## src/rtl/bcd_serial_rx.sv

```systemverilog
// bcd_serial_rx: framed serial BCD digit receiver.
// Start, 4 data bits LSB first, stop; enable-strobed.
module bcd_serial_rx #(
  parameter int NUM_DIGITS = 2
) (
  input  logic                    clk,
  input  logic                    rst_a_n,
  input  logic                    enable,
  input  logic                    serial_in,
  input  logic                    clr,
  output logic [3:0]              bcd_digit,
  output logic [4*NUM_DIGITS-1:0] bcd_value,
  output logic                    digit_valid,
  output logic                    bcd_err,
  output logic                    frame_err,
  output logic                    busy,
  output logic [3:0]              digit_count
);

  localparam int W = 4 * NUM_DIGITS;

  typedef enum logic [1:0] {
    IDLE = 2'd0,
    DATA = 2'd1,
    STOP = 2'd2
  } state_t;

  state_t       state_q, state_d;
  logic [1:0]   bit_cnt_q, bit_cnt_d;
  logic [3:0]   nibble_q, nibble_d;
  logic [3:0]   digit_q, digit_d;
  logic [W-1:0] value_q, value_d;
  logic [3:0]   count_q, count_d;
  logic         valid_q, valid_d;
  logic         berr_q, berr_d;
  logic         ferr_q, ferr_d;
  logic         busy_q, busy_d;

  logic [W-1:0] value_base;
  logic [W+3:0] value_ext;
  logic [3:0]   count_base;
  logic [3:0]   count_inc;

  // clr zeroes the base so a same-edge accept lands on a clean register
  always_comb begin
    value_base = clr ? '0 : value_q;
    count_base = clr ? 4'd0 : count_q;
    value_ext  = {value_base, nibble_q};
    if (count_base == 4'hF) begin
      count_inc = count_base;
    end else begin
      count_inc = count_base + 4'd1;
    end
  end

  // next-state, datapath and pulse decode
  always_comb begin
    state_d   = state_q;
    bit_cnt_d = bit_cnt_q;
    nibble_d  = nibble_q;
    digit_d   = digit_q;
    value_d   = value_base;
    count_d   = count_base;
    valid_d   = 1'b0;
    berr_d    = 1'b0;
    ferr_d    = 1'b0;
    case (state_q)
      IDLE: begin
        if (enable && !serial_in) begin
          state_d   = DATA;
          bit_cnt_d = 2'd0;
          nibble_d  = 4'd0;
        end
      end
      DATA: begin
        if (enable) begin
          nibble_d[bit_cnt_q] = serial_in;
          bit_cnt_d = bit_cnt_q + 2'd1;
          if (bit_cnt_q == 2'd3) begin
            state_d = STOP;
          end
        end
      end
      STOP: begin
        if (enable) begin
          state_d = IDLE;
          if (!serial_in) begin
            ferr_d = 1'b1;
          end else if (nibble_q > 4'd9) begin
            berr_d = 1'b1;
          end else begin
            digit_d = nibble_q;
            value_d = value_ext[W-1:0];
            count_d = count_inc;
            valid_d = 1'b1;
          end
        end
      end
      default: begin
        state_d = IDLE;
      end
    endcase
    busy_d = (state_d != IDLE);
  end

  // state and output registers
  always_ff @(posedge clk or negedge rst_a_n) begin
    if (!rst_a_n) begin
      state_q   <= IDLE;
      bit_cnt_q <= 2'd0;
      nibble_q  <= 4'd0;
      digit_q   <= 4'd0;
      value_q   <= '0;
      count_q   <= 4'd0;
      valid_q   <= 1'b0;
      berr_q    <= 1'b0;
      ferr_q    <= 1'b0;
      busy_q    <= 1'b0;
    end else begin
      state_q   <= state_d;
      bit_cnt_q <= bit_cnt_d;
      nibble_q  <= nibble_d;
      digit_q   <= digit_d;
      value_q   <= value_d;
      count_q   <= count_d;
      valid_q   <= valid_d;
      berr_q    <= berr_d;
      ferr_q    <= ferr_d;
      busy_q    <= busy_d;
    end
  end

  assign bcd_digit   = digit_q;
  assign bcd_value   = value_q;
  assign digit_count = count_q;
  assign digit_valid = valid_q;
  assign bcd_err     = berr_q;
  assign frame_err   = ferr_q;
  assign busy        = busy_q;

endmodule

```

## config.mk

```make
export PLATFORM = sky130hd
export DESIGN_NAME = bcd_serial_rx
export DESIGN_NICKNAME = d
export VERILOG_FILES = /design/src/rtl/bcd_serial_rx.sv
export SDC_FILE = /design/constraint.sdc
export NUM_CORES = 1
export LEC_CHECK = 0
export ABC_AREA = 0
export BUFFER_PORTS_ARGS = -buffer_cell sky130_fd_sc_hd__clkbuf_2
export CELL_PAD_IN_SITES_DETAIL_PLACEMENT = 1
export CELL_PAD_IN_SITES_GLOBAL_PLACEMENT = 1
export CORE_UTILIZATION = 44
export CTS_BUF_LIST = sky130_fd_sc_hd__clkbuf_4 sky130_fd_sc_hd__clkbuf_8
export CTS_CLUSTER_DIAMETER = 150
export DETAILED_ROUTE_END_ITERATION = 8
export PLACE_DENSITY = 0.8
export SLEW_MARGIN = 0
export SYNTH_ARGS = -nofsm -noshare
export SYNTH_HDL_FRONTEND = slang
export SYNTH_SLANG_ARGS = --single-unit
```

## constraint.sdc

```tcl
create_clock -name clk -period 1.8 [get_ports clk]
set_input_delay 0.27 -clock clk [delete_from_list [all_inputs] [get_ports clk]]
set_output_delay 0.27 -clock clk [all_outputs]
set_load 0.02 [all_outputs]
```

# Word-level counts from Yosys, hierarchy flattened
# Cells that the tools add are included.
# Widths: inputs -> output; s select.
# op_classes
bitwise_logic,1
reduce_logical,8
eq_ne,6
n_addsub,2
n_mux,36
order_cmp,3
# op_table
cell,n
$mux 8,5
$mux 4,8
$mux 1,12
$mux 2,6
$pmux 4 s2,1
$pmux 2 s3,1
$add 4x1->4 const B,1
$bwmux 4,1
$eq 2x2->1 const B,2
$eq 4x4->1 const B,1
$gt 4x4->1 const B,1
$ne 2x2->1 const B,2
$pmux 2 s2,1
$reduce_and 4->1,1
$reduce_bool 2->1,2
$lt 2x3->1 const B,1
$reduce_and 3->1,1
$add 2x1->2 const B,1
$demux 1 s2,1
$eq 2x1->1 const B,1
$ge 2x1->1 const B,1
$logic_and 1x1->1,2
$logic_not 2->1,1
$logic_not 1->1,1
$not 1->1,1
# word_totals
inputBits,5
out_inout_bits,20
reg_bits,28
wordCells,66

# Depth between registers and ports, before layout
# depth
ltp_word,7
depth_mapped,5
mapped_depth_nobuf,4

# Least setup slack after synthesis
# No wires, ideal clock.
# synth_timing
path_kind,register to register
from,register nibble_q[2]
to,"register count_q[2], in the netlist digit_count[2]"
t_arrival_ns,1.249
path_buffers,1
path_stages_with_launch,5
setup_time_ns,0.096
slack_ns,0.455
period_less_slack_ns,1.345
path_cell_list,dfrtp_1 -> buf_6 -> o21a_1 -> or4_1 -> o31ai_1
# synth_via
elab_chain_len,5
# synth_rtl
element,line,text
"start, declared",30,"logic [3:0] nibble_q, nibble_d;"
"start signal, assigned",122,nibble_q <= nibble_d;
$gt 4x4->1,89,end else if (nibble_q > 4'd9) begin
$mux 4,89,
$mux 4,87,if (!serial_in) begin
$mux 4,85,if (enable) begin
$mux 4,67,case (state_q)
named net count_d[2],33,"logic [3:0] count_q, count_d;"
"end signal, assigned",125,count_q <= count_d;
"end, declared",33,
# The timed path passes the listed nets, and every way through them passes these cells.
# A chain may end at the register's enable or synchronous reset.

# Worst setup path in the final report
# layout_timing
from,register nibble_q[2]
to,"register count_q[0], in the netlist digit_count[0]"
# The elaborated chain is that of the path after synthesis.

==> metrics.md <==
| Metric | Value |
|---|---|
| Share of the synthesized area in the top cell type | `0.546` |
| Post-Syn Nets | `~120` |
| Slew headroom | `0.528` |
| Critical Path Sink | `digit_count[0]` |
| Overflow after GRT | `0` |
| Vias in the first global route | `1062` |
| Final setup fails | `0` |
| Top_reg_cell synth | `dfrtp_1` |
| Diode count | `0` |
| Most numerous cell in the Yosys netlist | `dfrtp_1` |
| PD cells | `1110 nW/um2` |
| DRT Pass-1 Iters | `4` |
| Worst Path Arrival | `roughly 1700 ps` |
| Starting Density | `0.465` |
| Io pins | `25` |
| Status | `completed` |
| Worst hold path class | `in -> reg` |
| P&R area growth vs syn | `14.0%` |
| RSZ-0062 raised after global routing | `no` |
| Clk buf depth | `2` |
| Ys Warns | `0` |
| Post-Syn Instances | `112` |
| Grt met3 use | `0.0302` |
| Area leader, netlist | `dfrtp_1` |
| Largest net degree at the start of global routing | `29` |
| Achievable Freq | `between 600 and 700 MHz` |
| Avg WL per Cell | `about 17 um` |
| Post-Route WL | `around 2900 um` |
| Final GP Congestion | `roughly 0.74` |
| Max-cap viol count | `0` |
| Multi-input gate area | `approximately 530 um2` |
| Row Count | `19` |
| Clock Skews | `approximately 2.9 ps` |
| Critical-path maximum fanout | `8` |
| Critical path launch point type | `flip-flop` |
| Dpl hpwl | `between 2000 and 2500 um` |
| Ys async rst share | `1.00` |
| Fin Hold WS | `252 ps` |
| Die Footprint | `between 3000 and 4000 um2` |
| Layout cells sized above 1 | `0.290` |
| Worst-path clk slew | `between 100 and 150 ps` |
| P_leak | `approximately 0.71 nW` |
| DRT iter0 DRCs | `23` |
| Worst r2r path cells | `4` |
| Synth cell count leaders | `dfrtp_1, a21oi_1, o21ai_0` |
| CTS tree | `yes` |
| DR vias | `slightly below 1000` |
| Area contributors post-synth | `dfrtp_1, mux2_2, a22o_1, ha_1, a21oi_1` |
| Total power | `~0.0016 W` |
| Element type at the critical path end | `flip-flop` |
| Maximum VDD drop | `0.713 mV` |
| DRC Markers | `0` |
| Final Non-Filler Cells | `169` |
| Critical Path Start | `nibble_q[2]` |
| Die Y | `56.0 um` |
| Cell variety after synth | `34` |
| Synth Register Bits | `28` |
| Nets | `about 150` |
| Synthesized area | `~1300 um2` |
| Syn Area/Cell | `approximately 11 um2` |
| Fin. max-slew vios | `0` |
| Grt peak-use layer | `met2` |
| Min cycle time layout | `1480 ps` |
| Fin. Hold Viols | `0` |
| Die Wd | `~56 um` |
| Number of post-CTS setup repair buffers | `0` |
| Met1 Use GR | `0.245` |
| CTS Sinks | `28` |
| Reg-to-Reg Start | `nibble_q[2]` |
| # fillers | `307` |
| Total area of sequential cells | `701 um2` |
| Overall Global Routing Usage | `0.206` |
| DP Cell Count | `approximately 170` |
| Vias/cell | `just under 6` |
| GR Layer Usage met2 | `0.371` |
| Crit path kind | `reg -> reg` |
| Cts bufs inserted | `3` |
| Final setup TNS | `0 ps` |
| Htree depth | `1` |
| Worst-margin pin slew | `between 700 and 800 ps` |
| Register area share after synthesis | `0.546` |
| Post-CTS Resized | `0` |
| Number of I/O port buffers | `24` |
| Initial antenna violation count | `0` |
| R2r setup slk | `around 320 ps` |
| Clock latency on the worst-skew pair | `330 ps` |
| First-pass GRT wire length | `4950 um` |
| Core area | `around 2800 um2` |
| ANT nets after route | `0` |
| Fin crit share | `0.820` |
| CP required | `2060 ps` |
| Core Util, Final | `0.530` |
| Post-synth EDFFs | `0` |
| Reg2reg end | `digit_count[0]` |
| CTS root buf | `clkbuf_4` |
## worst min-delay path by stage
stage	slack, ps	from	cells after the start	end
after CTS	230	clr	2	bcd_value[5]
after global routing	250	clr	2	bcd_value[5]
after detailed placement	340	rst_a_n	1	digit_count[1]
after floorplan	-30	rst_a_n	0	bcd_digit[0]
final	250	clr	2	bcd_value[5]
after global placement	330	rst_a_n	1	digit_count[1]
## routing by layer
| layer | up-vias | part of all wire |
|---|---|---|
| met2 | 21 | 0.52 |
| met5 | - | 0 |
| li1 | 460 | - |
| met4 | 0 | 0.016 |
| met3 | 5 | 0.032 |
| met1 | 496 | 0.44 |
## cells by family (layout without fill, tap and decap cells)
group / count (synthesis) / in the layout / synth area share
compound gates: 34 / 34 / 0.182
buf+inv: 10 / 36 / 0.0381
flops: 28 / 28 / 0.546
mux: 7 / 7 / 0.0605
simple gates: 29 / 29 / 0.134
fa+ha+maj: 4 / 4 / 0.0390
## power breakdown
part | internal, W | total [W] | switching [W] | leakage, nW
logic | 0.000238 | 0.000519 | 0.000281 | 0.334
clock network | 0.0000786 | 0.000254 | 0.000175 | 0.0138
registers | 0.000734 | 0.000856 | 0.000122 | 0.364
## per-stage QoR
step | instance area [um2] | worst slack, ps
final | 1460 | 324
after global routing | 1460 | 229
after CTS | 1460 | 339
after detailed placement | 1430 | 378
after global placement | 1430 | 431
after floorplan | 1280 | 455
## repair_timing
item                                    in CTS  in global routing
hold endpoints to repair                    28                  0
endpoints found under the setup margin       0                  0
hold buffers                                 1                  0
## sequential cells by signal (all words and copies together) (netlist names)
register,flops
bcd_digit,4
bcd_err,1
bcd_value,8
bit_cnt_q,2
busy,1
digit_count,4
digit_valid,1
frame_err,1
nibble_q,4
state_q,2
## critical path, stage by stage, from the launching register on
cell and delay (ps):
dfrtp_1 500, o21ai_2 380, nand2_2 150, inv_1 180, mux2i_1 200
## area by class of cell
class | count | share of cell area
clock buffer | 3 | 0.0154
inverter | 6 | 0.0154
multi-input combinational | 74 | 0.364
sequential | 28 | 0.479
tap | 31 | 0.0265
timing repair buffer | 27 | 0.0992
## layout by cell type (no fill, tap or decap), types with 2 or more instances in the layout
cell type and count:
clkbuf_2 24, a211oi_1 2, a31oi_1 2, o21ai_0 7
a21oi_1 8, nor2_1 6, nand2_1 2, o21ba_2 2
ha_1 4, a22o_1 6, inv_1 6, buf_4 2
dfrtp_1 28, mux2_2 6, nand2b_1 2, nor2b_1 5
nand3_1 6, clkbuf_4 3
No activity file was read; power rests on OpenSTA's default activity.
